File: src/rtl/spsram_arb_pkg.sv
// Shared constants for the two-requester SRAM arbiter: requester count, read latency
// and command encoding.
package spsram_arb_pkg;

    localparam int NREQ   = 2;
    localparam int RD_LAT = 2;

    typedef enum logic {
        CMD_RD = 1'b0,
        CMD_WR = 1'b1
    } cmd_e;

endpackage

File: src/rtl/spsram_arb_rr.sv
// Two-way round-robin grant logic. The pointer names the favoured requester when both
// request at once and flips to the other requester after every accepted grant.
module spsram_arb_rr
    import spsram_arb_pkg::*;
(
    input  logic            clk,
    input  logic            rstn,
    input  logic [NREQ-1:0] req,
    output logic [NREQ-1:0] gnt
);

    logic ptr;

    always_comb begin
        gnt = '0;
        if (rstn) begin
            case (req)
                2'b01:   gnt = 2'b01;
                2'b10:   gnt = 2'b10;
                2'b11:   gnt = ptr ? 2'b10 : 2'b01;
                default: gnt = 2'b00;
            endcase
        end
    end

    // A grant is only ever issued to a requesting master, so any grant is an acceptance.
    always_ff @(posedge clk) begin
        if (!rstn) begin
            ptr <= 1'b0;
        end else if (|gnt) begin
            ptr <= ~gnt[1];
        end
    end

endmodule

File: src/rtl/spsram_arb.sv
// Round-robin arbiter and sequencer for one single-port SRAM shared by two requesters.
// Define SPSRAM_ARB_STAT_EN to add the o_gnt_cnt saturating per-requester grant counters.
module spsram_arb
    import spsram_arb_pkg::*;
#(
    parameter int BW_DATA = 32,
    parameter int BW_ADDR = 5
) (
    input  logic                 i_clk,
    input  logic                 i_rstn,
    input  logic [1:0]           i_req,
    input  logic [1:0]           i_we,
    input  logic [2*BW_ADDR-1:0] i_addr,
    input  logic [2*BW_DATA-1:0] i_wdata,
    output logic [1:0]           o_gnt,
    output logic [1:0]           o_rvalid,
    output logic [BW_DATA-1:0]   o_rdata,
    output logic                 o_mem_cen,
    output logic                 o_mem_wen,
    output logic                 o_mem_oen,
    output logic [BW_ADDR-1:0]   o_mem_addr,
    output logic [BW_DATA-1:0]   o_mem_data,
    input  logic [BW_DATA-1:0]   i_mem_data
`ifdef SPSRAM_ARB_STAT_EN
    ,
    output logic [31:0]          o_gnt_cnt
`endif
);

    logic               accept;
    logic               sel;
    cmd_e               cmd_sel;
    logic [BW_ADDR-1:0] addr_sel;
    logic [BW_DATA-1:0] data_sel;
    logic               vld_p1, id_p1;
    logic               vld_p2, id_p2;

    spsram_arb_rr u_rr (
        .clk  (i_clk),
        .rstn (i_rstn),
        .req  (i_req),
        .gnt  (o_gnt)
    );

    assign accept   = |o_gnt;
    assign sel      = o_gnt[1];
    assign cmd_sel  = cmd_e'(sel ? i_we[1] : i_we[0]);
    assign addr_sel = sel ? i_addr[2*BW_ADDR-1:BW_ADDR]  : i_addr[BW_ADDR-1:0];
    assign data_sel = sel ? i_wdata[2*BW_DATA-1:BW_DATA] : i_wdata[BW_DATA-1:0];

    // Stage p0 -> p1: command register driving the SRAM; addr/data hold while idle.
    always_ff @(posedge i_clk) begin
        if (!i_rstn) begin
            o_mem_cen  <= 1'b0;
            o_mem_wen  <= 1'b0;
            o_mem_oen  <= 1'b0;
            o_mem_addr <= '0;
            o_mem_data <= '0;
        end else begin
            o_mem_cen <= accept;
            o_mem_wen <= accept && (cmd_sel == CMD_WR);
            o_mem_oen <= accept && (cmd_sel == CMD_RD);
            if (accept) begin
                o_mem_addr <= addr_sel;
                o_mem_data <= data_sel;
            end
        end
    end

    // Stage p1 -> p2: read tag follows the SRAM's own registered read, so p2 lines up
    // with valid data on i_mem_data.
    always_ff @(posedge i_clk) begin
        if (!i_rstn) begin
            vld_p1 <= 1'b0;
            id_p1  <= 1'b0;
            vld_p2 <= 1'b0;
            id_p2  <= 1'b0;
        end else begin
            vld_p1 <= accept && (cmd_sel == CMD_RD);
            id_p1  <= sel;
            vld_p2 <= vld_p1;
            id_p2  <= id_p1;
        end
    end

    assign o_rvalid = {vld_p2 & id_p2, vld_p2 & ~id_p2};
    assign o_rdata  = i_mem_data;

`ifdef SPSRAM_ARB_STAT_EN
    logic [15:0] cnt0, cnt1;

    function automatic logic [15:0] sat_inc(input logic [15:0] v);
        return (v == 16'hFFFF) ? v : v + 16'd1;
    endfunction

    always_ff @(posedge i_clk) begin
        if (!i_rstn) begin
            cnt0 <= '0;
            cnt1 <= '0;
        end else begin
            if (o_gnt[0]) cnt0 <= sat_inc(cnt0);
            if (o_gnt[1]) cnt1 <= sat_inc(cnt1);
        end
    end

    assign o_gnt_cnt = {cnt1, cnt0};
`endif

endmodule

File: config.mk
export PLATFORM = sky130hd
export DESIGN_NAME = spsram_arb
export DESIGN_NICKNAME = d
export VERILOG_FILES = /design/src/rtl/spsram_arb_pkg.sv /design/src/rtl/spsram_arb_rr.sv /design/src/rtl/spsram_arb.sv
export SDC_FILE = /design/constraint.sdc
export NUM_CORES = 1
export LEC_CHECK = 0
export ABC_AREA = 1
export BUFFER_PORTS_ARGS = -buffer_cell sky130_fd_sc_hd__buf_2
export CAP_MARGIN = 25
export CORE_AREA = 2 2 88 90
export CTS_BUF_LIST = sky130_fd_sc_hd__clkbuf_8 sky130_fd_sc_hd__clkbuf_16
export CTS_CLUSTER_DIAMETER = 80
export DETAILED_ROUTE_END_ITERATION = 6
export DIE_AREA = 0 0 90 92
export PLACE_DENSITY = 0.76
export SETUP_SLACK_MARGIN = 0.02
export SLEW_MARGIN = 30
export SYNTH_ARGS = -nofsm -noshare
export SYNTH_HDL_FRONTEND = slang
export SYNTH_SLANG_ARGS = --single-unit
File: constraint.sdc
create_clock -name i_clk -period 1.08 [get_ports i_clk]
set_clock_uncertainty 0.1 [all_clocks]
set_input_delay 0.054 -clock i_clk [delete_from_list [all_inputs] [get_ports i_clk]]
set_output_delay 0.054 -clock i_clk [all_outputs]
set_load 0.005 [all_outputs]
==> metrics.md, run 1 <==
| Metric | Value |
|---|---|
| Status | `finished, violations left` |
| Failing checks | `negative setup slack` |
| Sequential power share | `0.436` |
| FILL cells | `685` |
| Worst-path cell chain | `inv_2 -> nand2_4 -> nand2_4 -> buf_12 -> inv_6 -> buf_6` |
| Port bufs | `around 120` |
| Synth cell types | `17` |
| CTS root buf | `clkbuf_8` |
| Core area | `7450 sq um` |
| Starting Density | `0.351` |
| Worst Setup Slack, final | `-0.181 ns` |
| RSZ-0062 raised after global routing | `yes` |
| Worst VDD drop | `0.000658 V` |
| Dpl cells | `around 570` |
| Detailed Route WL | `roughly 8.7 mm` |
| Reg area | `a little under 900 sq um` |
| Num rows | `32` |
| Post-synthesis sequential area ratio | `0.337` |
| Critical Path Source Type | `register` |
| Worst stage delay on the critical path | `0.33 ns` |
| IO Count | `188` |
| Worst path most repeated cell | `nand2_4` |
| Multi-input logic area | `between 1000 and 1500 sq um` |
| Tmin final | `between 1 and 1.5 ns` |
| CTS Buf Count | `5` |
| DP Wirelength | `approximately 4.7 mm` |
| Vias per cell | `4.50` |
| F_max | `about 800 MHz` |
| Total track usage | `0.203` |
| Clock Power Share | `0.267` |
| #FFs+latches synth | `44` |
| Fin. Hold Viols | `0` |
| Post-Layout Cell Count | `659` |
| Routability cong. | `a little over 0.7` |
| Rel. slew slack | `0.740` |
| Yosys Warn Count | `0` |
| Post-route DRC violation count | `0` |
| WHS | `about 0.008 ns` |
| Leak pwr | `roughly 2.3 nW` |
| Die width | `approximately 90 um` |
| Vias in the first global route | `approximately 3000` |
| First-pass GRT wire length | `roughly 14 mm` |
| Critical path arrival | `roughly 1.1 ns` |
| Net Sw Power | `about 1.3 mW` |
| Period Utilization, post-route | `1.17` |
| Critical Path End Type | `output pin` |
| Power Total | `approximately 4.2 mW` |
| DR vias | `2964` |
| Clock-pin slew on the worst setup and hold paths | `0.09 ns` |
| Final Setup Violations | `41` |
| Layout net count | `roughly 670` |
| CTS Buffer Depth | `2` |
| Slowest CP cell | `dfxtp_2` |
| CP Data Required Time | `between 0.9 and 1 ns` |
| MaxCap Viol Count | `0` |
| CTS tree | `built` |
| Mapped Avg Cell Area | `between 6 and 7 sq um` |
| N_diodes | `0` |
| Layout area overhead | `57.6%` |
| Crit path buffers/inverters | `4` |
| GR Overflow Total | `0` |
| Slew @ Worst Pin | `0.390 ns` |
| Antenna-violating nets left | `0` |
| Cells after synthesis | `just under 400` |
| Crit path max fanout | `4` |
| Critical path class | `reg -> out` |
| DR iter-0 viols | `~110` |
| Internal Pwr Total | `2.93 mW` |
| Top delay family on crit path | `flip-flops` |
| Final Slew Violations | `0` |
| Die ar. | `8280 sq um` |
| H-tree depth | `2` |
| Die height | `approximately 90 um` |
| Hold crit path type | `in -> out` |
| Comb pwr share | `0.297` |
| Layout cell share with drive strength beyond 1 | `0.406` |
| Cell area after synthesis | `around 2600 sq um` |
| Power Dens Cells | `1020 nW/um^2` |
| First-pass iteration count of the detailed router | `4` |
| # clock sinks | `44` |
| Synthesized Nets | `497` |
| Net Sw Frac | `0.301` |
| WL per Instance | `approximately 13 um` |
| Clk_lat worst skew | `about 0.3 ns` |
| Largest net degree at the start of global routing | `40` |
| Antenna violations before repair | `0` |
==> final timing paths <==
path                                 end                  start  slack (ns)  cells past startpoint
max                             o_gnt[1]  u_rr.ptr$_SDFFE_PN0P_       -0.18                      6
min                          o_rdata[11]         i_mem_data[11]       0.008                      0
max reg2reg  o_mem_data[21]$_SDFFE_PN0P_  u_rr.ptr$_SDFFE_PN0P_       -0.15                      8
min reg2reg             id_p2$_SDFF_PN0_       id_p1$_SDFF_PN0_        0.31                      2
==> cell usage after synthesis (all sizes together) <==
| master | count | area [sq um] |
|---|---|---|
| nor2 | 3 | 11.3 |
| a21oi | 2 | 10.0 |
| buf | 52 | 398 |
| clkbuf | 4 | 15.0 |
| clkinv | 7 | 26.3 |
| o21a | 1 | 7.51 |
| dfxtp | 44 | 881 |
| inv | 76 | 285 |
| nand2 | 85 | 324 |
| o21ai | 37 | 185 |
| nand3 | 74 | 470 |
==> registers in the layout, summed over array words and instances, names as in the netlist <==
register and flops:
o_mem_data 32, o_mem_wen 1, vld_p1 1, id_p2 1, vld_p2 1, u_rr.ptr 1, o_mem_cen 1, o_mem_addr 5
id_p1 1
==> through the flow <==
step / worst slack, ns / area [sq um] / utilization / TNS, ns
finish: -0.181 / 4120 / 0.553 / -4.45
global route: -0.242 / 4120 / 0.553 / -7.85
CTS: -0.153 / 4070 / 0.547 / -4.42
detailed placement: -0.125 / 3080 / 0.413 / -3.70
global placement: -0.0955 / 3080 / 0.413 / -2.45
floorplan: 0.000305 / 2650 / - / 0
==> final cells by class <==
type / instances / area share
Clock buffer: 6 / 0.0200
Clock inverter: 2 / 0.00365
Inverter: 83 / 0.0769
Multi-Input combinational cell: 202 / 0.259
Sequential cell: 44 / 0.215
Tap cell: 102 / 0.0310
Timing Repair Buffer: 220 / 0.395
==> metal layers <==
metal / GRT usage / wire (um) / up-vias
met5: 0 / 0 / -
met1: 0.213 / 3460 / 1329
met3: 0.0477 / 572 / 33
met4: 0.101 / 291 / 0
li1: - / - / 1477
met2: 0.379 / 4390 / 125
==> what timing repair did <==
item                                    CTS  global route
hold buffers                             77             0
gates cloned                              1             2
buffers inserted                          6             0
hold endpoints to repair                 40             0
resized for setup                        14            15
endpoints found under the setup margin   41            43
pin swaps                                 2             9
==> power by group through the flow <==
| stage | clock [mW] | combinational [mW] | sequential, mW |
|---|---|---|---|
| global route | 1.22 | 1.36 | 1.84 |
| CTS | 1.16 | 1.19 | 1.82 |
| floorplan | 0 | 0.630 | 1.87 |
| global placement | 0 | 0.894 | 1.86 |
| detailed placement | 0 | 0.919 | 1.86 |
| finish | 1.12 | 1.24 | 1.82 |
==> placed cells by master, fill, tap and decap left out <==
cell and n:
clkbuf_16 1, dlygate4sd3_1 77, nor2_2 1, buf_6 5, nor2_1 2, dfxtp_1 41, inv_1 41, nand2_2 9
clkinv_1 7, inv_2 34, dfxtp_2 3, nand3_1 50, nand2_1 74, clkbuf_8 6, o21ai_1 7, inv_6 1
buf_4 11, buf_12 4, o21a_1 1, buf_2 122, nand3_2 24, clkinvlp_4 2, nand2_4 2, a21oi_2 1
a21oi_1 1, o21ai_0 30
==> kinds of logic after synthesis <==
| family | count (synthesis) | synth area share |
|---|---|---|
| compound gates | 40 | 0.0775 |
| buf+inv | 139 | 0.277 |
| flops | 44 | 0.337 |
| simple gates | 162 | 0.308 |
No activity file was read; power rests on OpenSTA's default activity.
==> inputs of run 2 (changes only) <==
Settings changed: SETUP_SLACK_MARGIN 0.02 to 0.2.
==> metrics.md, run 2 (synthesis results as in run 1) <==
| Metric | Value |
|---|---|
| Antenna violations before repair | `0` |
| Worst VDD drop | `approximately 0.00087 V` |
| Dpl cells | `roughly 570` |
| CTS tree | `built` |
| RR Endpoint | `o_mem_data[16]$_SDFFE_PN0P_` |
| Critical Path Source Type | `register` |
| Layout net count | `about 670` |
| Hold path startpoint | `i_req[1]` |
| Antenna-violating nets left | `0` |
| Vias in the first global route | `3184` |
| Hold Path Sink | `u_rr.ptr$_SDFFE_PN0P_` |
| Final Slew Violations | `0` |
| Min-Delay Path Depth | `3` |
| Largest net degree at the start of global routing | `40` |
| Number of cells on the critical path | `6` |
| Slew @ Worst Pin | `about 0.26 ns` |
| Final Setup Violations | `a little over 40` |
| Clk_lat worst skew | `roughly 0.30 ns` |
| Power Dens Cells | `between 1000 and 1500 nW/um^2` |
| Worst Setup Slack, final | `-0.165 ns` |
| Clock-pin slew on the worst setup and hold paths | `0.09 ns` |
| Status | `finished, violations left` |
| CTS Buffer Depth | `2` |
| N_diodes | `0` |
| Num rows | `32` |
| Crit path max fanout | `3` |
| Reg2reg path depth | `9` |
| First-pass iteration count of the detailed router | `4` |
| Leak pwr | `~2.5 nW` |
| Registers with the most flip-flops | `o_mem_data x32, o_mem_addr x5` |
| Die ar. | `approximately 8300 sq um` |
| # clock sinks | `44` |
| Tmin final | `roughly 1.2 ns` |
| WHS | `-0.00297 ns` |
| Top delay family on crit path | `flip-flops` |
| Post-route DRC violation count | `0` |
| Vias per cell | `4.63` |
| IO Count | `between 150 and 200` |
| Critical path class | `reg -> out` |
| CTS root buf | `clkbuf_8` |
| CP Data Required Time | `0.93 ns` |
| Detailed Route WL | `9.35 mm` |
| DR vias | `approximately 3100` |
| RSZ-0062 raised after global routing | `yes` |
| Critical path arrival | `roughly 1.1 ns` |
| Total track usage | `0.217` |
| Finished Core Util | `0.615` |
| Routability cong. | `~0.7` |
| Core area | `7450 sq um` |
| Biggest register | `o_mem_data` |
| WL per Instance | `approximately 14 um` |
| Die width | `90 um` |
| Layout cell share with drive strength beyond 1 | `0.543` |
| H-tree depth | `2` |
| DP Wirelength | `a little under 5 mm` |
| Slowest CP cell | `dfxtp_2` |
| Crit path buffers/inverters | `4` |
| DR iter-0 viols | `89` |
| GR Overflow Total | `0` |
| Period Utilization, post-route | `1.15` |
| Failing checks | `negative hold slack, negative setup slack` |
| Critical Path End Type | `output pin` |
| Worst-path cell chain | `inv_2 -> nand2_4 -> nand2_4 -> buf_6 -> inv_4 -> buf_6` |
| Commonest non-fill, non-tap cell in the layout | `buf_2` |
| Starting Density | `0.351` |
| Port bufs | `123` |
| Worst stage delay on the critical path | `0.33 ns` |
| F_max | `803 MHz` |
| Rel. slew slack | `0.824` |
| Reg2reg start | `u_rr.ptr$_SDFFE_PN0P_` |
| Post-Layout Cell Count | `660` |
| Max FFs per register | `32` |
| MaxCap Viol Count | `0` |
| First-pass GRT wire length | `between 10 and 15 mm` |
| Setup TNS | `-4.75 ns` |
| CTS Buf Count | `5` |
| Fin. Hold Viols | `1` |
| Commonest cells after routing, fill and taps aside | `105 x buf_2, 74 x dlygate4sd3_1, 70 x nand2_1` |
| Layout area overhead | `75.1%` |
| Hold crit path type | `in -> reg` |
| Die height | `roughly 92 um` |
| FF-to-FF setup slack | `-0.17 ns` |
-- run 2: timing repair --
action                                  CTS  global route
gates cloned                              3             0
pin swaps                                51            27
hold endpoints to repair                 39             0
endpoints found under the setup margin   84            85
resized for setup                        75            46
hold buffers                             74             0
setup buffers                             4             0
-- run 2: worst max path at each step --
stage                                       end                  start
floorplan           o_mem_data[25]$_SDFFE_PN0P_  u_rr.ptr$_SDFFE_PN0P_
global placement     o_mem_data[2]$_SDFFE_PN0P_  u_rr.ptr$_SDFFE_PN0P_
detailed placement   o_mem_addr[3]$_SDFFE_PN0P_  u_rr.ptr$_SDFFE_PN0P_
CTS                                    o_gnt[1]  u_rr.ptr$_SDFFE_PN0P_
global route         o_mem_addr[4]$_SDFFE_PN0P_  u_rr.ptr$_SDFFE_PN0P_
finish                                 o_gnt[1]  u_rr.ptr$_SDFFE_PN0P_
-- run 2: power by group --
part | internal (mW) | total [mW] | switching [mW]
Clock | 1.16 | 1.75 | 0.596
Combinational | 0.770 | 1.44 | 0.668
Sequential | 1.79 | 1.87 | 0.0797
Total | 3.71 | 5.06 | 1.34
-- run 2: metrics by stage --
stage / instance area, sq um / total power, mW / setup WS (ns)
after floorplan: 2660 / 2.50 / 0.000305
after global placement: 3130 / 2.77 / -0.0978
after detailed placement: 3130 / 2.80 / -0.147
after CTS: 4390 / 4.97 / -0.178
after global routing: 4580 / 5.32 / -0.259
final: 4580 / 5.06 / -0.165
-- run 2: final cells by class --
type,count,area (sq um)
Timing Repair Buffer,221,1790
Multi-Input combinational cell,202,1260
Inverter,83,314
Clock buffer,5,68.8
Clock inverter,3,90.1
Sequential cell,44,932
Tap cell,102,128
Fill cell,603,2870
-- run 2: layer usage --
layer  wire (um)  vias up  track usage  share of wire
met2        4830      147        0.408           0.52
met3         707       40       0.0575          0.076
met4         391        0        0.104          0.042
li1            -     1482            -              -
met5           0        -            0              0
met1        3420     1384        0.223           0.37
-- run 2: tightest hold or removal path, cell delays in order --
cell and delay, ns:
buf_2 0.10, a21oi_2 0.06, o21a_1 0.15
